<file path="src/rtl/pipe_ctrl_pkg.sv">
// Shared types and constants for the pipeline sequencing controller.
// Used by pipe_stall_ctrl and load_use_detect.
package pipe_ctrl_pkg;

    typedef enum logic {
        RUN      = 1'b0,
        MDU_WAIT = 1'b1
    } pipe_state_e;

    localparam logic [4:0] REG_ZERO        = 5'd0;
    localparam int         MDU_LAT_DEFAULT = 32;

endpackage

</file>
<file path="src/rtl/load_use_detect.sv">
// Combinational load-use hazard comparator: a load in EX whose destination
// is a source of the instruction in ID. Register $zero never creates a hazard.
module load_use_detect
    import pipe_ctrl_pkg::*;
(
    input  logic       ID_EX_MemtoReg,
    input  logic [4:0] ID_EX_Rt,
    input  logic [4:0] IF_ID_Rs,
    input  logic [4:0] IF_ID_Rt,
    output logic       load_use
);

    assign load_use = ID_EX_MemtoReg && (ID_EX_Rt != REG_ZERO) &&
                      ((ID_EX_Rt == IF_ID_Rs) || (ID_EX_Rt == IF_ID_Rt));

endmodule

</file>
<file path="src/rtl/pipe_stall_ctrl.sv">
// Pipeline sequencing controller: load-use interlock, branch flush, MDU hold,
// saturating stall counter. Define PIPE_MDU_STALL_EN to enable the MDU hold.
module pipe_stall_ctrl
    import pipe_ctrl_pkg::*;
#(
    parameter int MDU_LAT = MDU_LAT_DEFAULT,
    parameter int CNT_W   = 16
)
(
    input  logic             clk,
    input  logic             rst,
    input  logic             ID_EX_MemtoReg,
    input  logic [4:0]       ID_EX_Rt,
    input  logic [4:0]       IF_ID_Rs,
    input  logic [4:0]       IF_ID_Rt,
    input  logic             branch_taken,
    input  logic             mdu_start,
    output logic             PCWr,
    output logic             IF_IDWr,
    output logic             ID_EXMux,
    output logic             IF_IDFlush,
    output logic             mdu_busy,
    output logic [CNT_W-1:0] stall_cycles
);

    logic        load_use;
    pipe_state_e state, next_state;

    load_use_detect u_load_use_detect (
        .ID_EX_MemtoReg (ID_EX_MemtoReg),
        .ID_EX_Rt       (ID_EX_Rt),
        .IF_ID_Rs       (IF_ID_Rs),
        .IF_ID_Rt       (IF_ID_Rt),
        .load_use       (load_use)
    );

`ifdef PIPE_MDU_STALL_EN
    // The RUN cycle that sees mdu_start is the first stall, so the wait
    // counts down from MDU_LAT-2 through 0.
    localparam int              MC_W     = (MDU_LAT > 2) ? $clog2(MDU_LAT) : 1;
    localparam logic [MC_W-1:0] MDU_LOAD = MC_W'(MDU_LAT - 2);

    logic [MC_W-1:0] mdu_cnt, mdu_cnt_next;

    always_ff @(posedge clk) begin
        if (rst) begin
            mdu_cnt <= '0;
        end else begin
            mdu_cnt <= mdu_cnt_next;
        end
    end
`else
    logic unused_mdu;
    assign unused_mdu = mdu_start | (MDU_LAT < 2);
`endif

    always_ff @(posedge clk) begin
        if (rst) begin
            state <= RUN;
        end else begin
            state <= next_state;
        end
    end

    always_comb begin
        next_state = state;
        PCWr       = 1'b1;
        IF_IDWr    = 1'b1;
        ID_EXMux   = 1'b1;
        IF_IDFlush = 1'b0;
        mdu_busy   = 1'b0;
`ifdef PIPE_MDU_STALL_EN
        mdu_cnt_next = mdu_cnt;
`endif
        if (!rst) begin
            case (state)
                RUN: begin
`ifdef PIPE_MDU_STALL_EN
                    if (mdu_start) begin
                        PCWr         = 1'b0;
                        IF_IDWr      = 1'b0;
                        ID_EXMux     = 1'b0;
                        mdu_cnt_next = MDU_LOAD;
                        next_state   = MDU_WAIT;
                    end else
`endif
                    if (load_use) begin
                        PCWr     = 1'b0;
                        IF_IDWr  = 1'b0;
                        ID_EXMux = 1'b0;
                    end else if (branch_taken) begin
                        IF_IDFlush = 1'b1;
                    end
                end
                MDU_WAIT: begin
                    PCWr     = 1'b0;
                    IF_IDWr  = 1'b0;
                    ID_EXMux = 1'b0;
`ifdef PIPE_MDU_STALL_EN
                    mdu_busy = 1'b1;
                    if (mdu_cnt == '0) begin
                        next_state = RUN;
                    end else begin
                        mdu_cnt_next = mdu_cnt - 1'b1;
                    end
`else
                    next_state = RUN;
`endif
                end
                default: next_state = RUN;
            endcase
        end
    end

    // Saturates at all-ones so a long debug run never wraps back to small values.
    always_ff @(posedge clk) begin
        if (rst) begin
            stall_cycles <= '0;
        end else if (!PCWr && (stall_cycles != '1)) begin
            stall_cycles <= stall_cycles + CNT_W'(1);
        end
    end

endmodule

</file>
<file path="config.mk">
export PLATFORM = sky130hd
export DESIGN_NAME = pipe_stall_ctrl
export DESIGN_NICKNAME = d
export VERILOG_FILES = /design/src/rtl/pipe_ctrl_pkg.sv /design/src/rtl/load_use_detect.sv /design/src/rtl/pipe_stall_ctrl.sv
export SDC_FILE = /design/constraint.sdc
export NUM_CORES = 1
export LEC_CHECK = 0
export BUFFER_PORTS_ARGS = -buffer_cell sky130_fd_sc_hd__clkbuf_2
export CELL_PAD_IN_SITES_DETAIL_PLACEMENT = 0
export CELL_PAD_IN_SITES_GLOBAL_PLACEMENT = 1
export CORE_ASPECT_RATIO = 0.8
export CORE_UTILIZATION = 35
export DETAILED_ROUTE_END_ITERATION = 8
export PLACE_DENSITY_LB_ADDON = 0.1
export SLEW_MARGIN = 15
export SYNTH_ARGS = -nofsm -noshare
export SYNTH_HDL_FRONTEND = slang
export SYNTH_SLANG_ARGS = --single-unit
</file>
<file path="constraint.sdc">
create_clock -name clk -period 2.5 [get_ports clk]
set_input_delay 0.25 -clock clk [delete_from_list [all_inputs] [get_ports clk]]
set_output_delay 0.25 -clock clk [all_outputs]
set_load 0.02 [all_outputs]
</file>
; ---- Word level (Yosys, flattened, before mapping)
; Index checks and enable logic that the tools add are counted.
[op_classes]
add_sub_neg = 1
multipliers = 0
div = 0
order_cmp = 0
n_eq_ne = 3
shifts = 0
n_mux = 5
bitwise = 0
n_reduce_logical = 6
[ops]
columns = cell, count
row1 = $add 16x1->16 const B, 1
row2 = $ne 16x16->1 const B, 1
row3 = $eq 5x5->1, 2
row4 = $mux 1, 5
row5 = $reduce_bool 5->1, 1
row6 = $logic_and 1x1->1, 3
row7 = $logic_not 1->1, 1
row8 = $logic_or 1x1->1, 1
[word_totals]
reg_bits = 16
latchBits = 0
ram_bits = 0
mem_bits_ro = 0
in_bits = 20
output_inout_bits = 21
elab_cells = 16
n_memories = 0

; ---- Logic depth before layout (Yosys ltp)
[depth]
word_depth = 7
mapped_depth = 7
ltp_nobuf = 6

; ---- By module
; From an unflattened synthesis, not the netlist that was laid out.
[hier_totals]
hier_cells = 118
hier_area_um2 = 998.5
[modules_own_cells]
columns = module, instances, cells_each, area_per_inst_um2, seq_area_each_um2
row1 = pipe_stall_ctrl, 1, 101, 873.3, 320.3
row2 = load_use_detect, 1, 17, 125.1, 0.0

; ---- Worst setup path before layout
; OpenSTA, ideal clock, no wires.
[synth_path]
path_type = flip-flop to flip-flop
startpoint = register stall_cycles[0]
endpoint = register stall_cycles[12]
setup_ns = 0.121
arrival_time_ns = 1.861
slack_ns = 0.517
stages_incl_launch_ff = 7
synth_period_minus_slack_ns = 1.983
path_cell_list = dfxtp_1 ha_1 and3_4 nand3_4 or3b_4 nor3_1 mux2_4
[synth_between]
elab_chain_cells = 2
elab_cells_between_ends = 3
cone_classes = 1 x add/sub / 1 x eq/ne / 1 x reduce/logical
[synth_rtl]
columns = element, line
row1 = from (decl), pipe_stall_ctrl.sv:23  ; output logic [CNT_W-1:0] stall_cycles
row2 = from (signal assigned), pipe_stall_ctrl.sv:120  ; stall_cycles <= stall_cycles + CNT_W'(1);
row3 = branches (longest 2 deep; another with $add 16x1->16), -
; Parallel ways; which one is timed is not known.
; A chain may end at the register's enable or synchronous reset.

; ---- Final worst setup path
; Ends and elaborated chain as after synthesis.

==> results.json <==
{
  "gp_congestion": 0.719,
  "cts.htree.levels": 1,
  "clock-skew-final_ps": 6.87,
  "hpwl_mm": 1.80,
  "numCtsBuffers": 3,
  "cts_root_buf": "clkbuf_8",
  "drt-wirelength-per-cell_microns": 12.6,
  "cp.required_ps": 2640,
  "antennaDiodeCount": 0,
  "startpoint": "stall_cycles[0]$_SDFFE_PP0P_",
  "synthArstFlopShare": 0,
  "place_ws_ps": 524,
  "holdCritPathClass": "in -> reg",
  "status": "finished clean",
  "antenna_found_initial": 0,
  "arrival_ps": 2130,
  "seqPwrFrac": 0.452,
  "die_w_microns": 65.3,
  "clock_path_buffers": 2,
  "fin_ws_ps": 513,
  "drt_first_pass_iters": 4,
  "vdd_drop_max_v": 0.000281,
  "synth.most_common_cell": "dfxtp_1",
  "rsz0062_at_grt": "no",
  "setup_viol": 0,
  "final_net_count": 181,
  "drc": 0,
  "reg.largest.list": "stall_cycles x16",
  "max_freq_mhz": 503,
  "grt_pass1_wl_mm": 4.10,
  "grt_max_degree": 29,
  "avgSynthCellArea_sq_um": 8.97,
  "largest_register": "stall_cycles",
  "cts_tree": "done",
  "ctsResizeCount": 0,
  "yosys_register_bits": 16,
  "period_share": 0.795,
  "worstSetupStartpointType": "flip-flop",
  "path_class": "reg -> reg",
  "switching_share": 0.255,
  "cts_hold_buf": 0,
  "reg2regPathDepth": 6,
  "fin_crit_ps": 1990,
  "synth_edf_count": 0,
  "finalPower_w": 0.000568,
  "p_leak_nw": 0.551,
  "rr_endpoint": "stall_cycles[12]$_SDFFE_PP0P_",
  "ys_warn_count": 0,
  "clockPowerShare": 0.417,
  "syn_area_sq_um": 1120,
  "path_clk_slew_ps": 70,
  "worstSetupEndpointType": "flip-flop",
  "finalHoldViolCount": 0,
  "grt_overflow": 0,
  "grt_usage": 0.160,
  "cts_setup_buffers": 0,
  "cts_sinks": 16,
  "via_per_inst": 5.28,
  "synthCells": 125,
  "r2r_slack_ps": 510,
  "yosysTopAreaCell": "dfxtp_1",
  "crit_fanout": 6,
  "slew_viol_final": 0,
  "seq_area_frac_synth": 0.286,
  "synth_common_cells": "16 x dfxtp_1, 11 x nor2_1, 10 x xor2_1",
  "maxCapViolations": 0,
  "die_h_microns": 52.6,
  "drive_above_1_share": 0.358,
  "p_int_w": 0.000423,
  "synth_top_flop_cell": "dfxtp_1",
  "pwr_density_cell_nw_per_um2": 417,
  "comb_power_share": 0.131,
  "grt_pass1_vias": 883,
  "largest_reg_flops": 16,
  "tns_ps": 0,
  "drtIter0Drc": 28,
  "start_util": 0.388,
  "layout.cells.non_filler": 197,
  "clock_latency_ps": 250,
  "worst_hold_slack_ps": 463,
  "synth_top_area_frac": 0.286,
  "coreArea_sq_um": 2890,
  "portBuffers": 38,
  "ant_nets": 0,
  "relSlewSlack": 0.569,
  "dr_total_vias": 1040,
  "num_rows": 17,
  "ios": 41,
  "synth_fp_nets": 146,
  "p_switching_w": 0.000145,
  "yosys-top-cells-area": "dfxtp_1 29%, xor2_1 7.8%, mux2_4 5.4%, a21oi_1 4.0%, nor2_1 3.7%",
  "place_inst": 193,
  "tightest_slew_ps": 646,
  "finalWirelength_mm": 2.48,
  "yosysUniqueCellTypes": 42,
  "dieArea_sq_um": 3430,
  "areaGrowthSynthToFinish_pct": 21.5,
  "crit_path_end": "stall_cycles[12]$_SDFFE_PP0P_",
  "rr_startpoint": "stall_cycles[0]$_SDFFE_PP0P_"
}
==> placed cells by master, fill, tap and decap left out, types with 5 or more instances in the layout <==
| cell type | Yosys | layout |
|---|---|---|
| nor2_1 | 11 | 11 |
| nand3_1 | 5 | 5 |
| clkbuf_2 | 0 | 38 |
| xor2_1 | 10 | 10 |
| a21oi_1 | 9 | 9 |
| nor2b_1 | 6 | 6 |
| dfxtp_1 | 16 | 16 |
==> stage by stage <==
| stage | util | instance area, sq um |
|---|---|---|
| finish | 0.471 | 1360 |
| global route | 0.471 | 1360 |
| CTS | 0.471 | 1360 |
| detailed placement | 0.452 | 1310 |
| global placement | 0.452 | 1310 |
| floorplan | - | 1120 |
==> worst max-delay path, cell delays in order, from the launching register on <==
cell and delay, ps:
dfxtp_1 420, ha_1 200, and3_4 230, nand3_4 90
or3b_4 410, nor3_1 210, mux2_4 320
==> kinds of logic after synthesis <==
family,synth area share
AO/OA/AOI/OAI,0.169
AND/OR/NAND/NOR,0.334
other,0.00335
buffers and inverters,0.0458
adder cells (fa/ha/maj),0.0112
XOR/XNOR,0.0781
multiplexers,0.0737
flip-flops,0.286
==> per-layer routing <==
layer	vias up	GRT usage	wire length (microns)
met5	-	0	0
met2	38	0.237	1060
met4	0	0.0435	26
met1	461	0.225	1260
li1	537	-	-
met3	4	0.0457	140
==> cell type report <==
cell class | count | area (sq um)
Fill cell | 304 | 1530
Multi-Input combinational cell | 101 | 749
Sequential cell | 16 | 320
Timing Repair Buffer | 38 | 190
Clock buffer | 4 | 55.1
Tap cell | 38 | 47.5
==> power groups by stage <==
stage	sequential, W	combinational, W	clock (W)
final	0.000256	0.0000744	0.000237
after CTS	0.000256	0.0000751	0.000245
after global placement	0.000262	0.0000733	0
after global routing	0.000256	0.0000831	0.000256
after floorplan	0.000263	0.0000498	0
after detailed placement	0.000262	0.0000749	0
==> worst min path at each step <==
| stage | to | cells past startpoint | slack (ps) | startpoint |
|---|---|---|---|---|
| floorplan | stall_cycles[11]$_SDFFE_PP0P_ | 2 | 470 | rst |
| finish | stall_cycles[13]$_SDFFE_PP0P_ | 4 | 460 | ID_EX_MemtoReg |
| CTS | stall_cycles[13]$_SDFFE_PP0P_ | 4 | 460 | ID_EX_MemtoReg |
| global placement | stall_cycles[15]$_SDFFE_PP0P_ | 2 | 480 | stall_cycles[15]$_SDFFE_PP0P_ |
| detailed placement | stall_cycles[15]$_SDFFE_PP0P_ | 2 | 490 | stall_cycles[15]$_SDFFE_PP0P_ |
| global route | stall_cycles[13]$_SDFFE_PP0P_ | 4 | 480 | ID_EX_MemtoReg |
(Power assumes the default switching activity.)
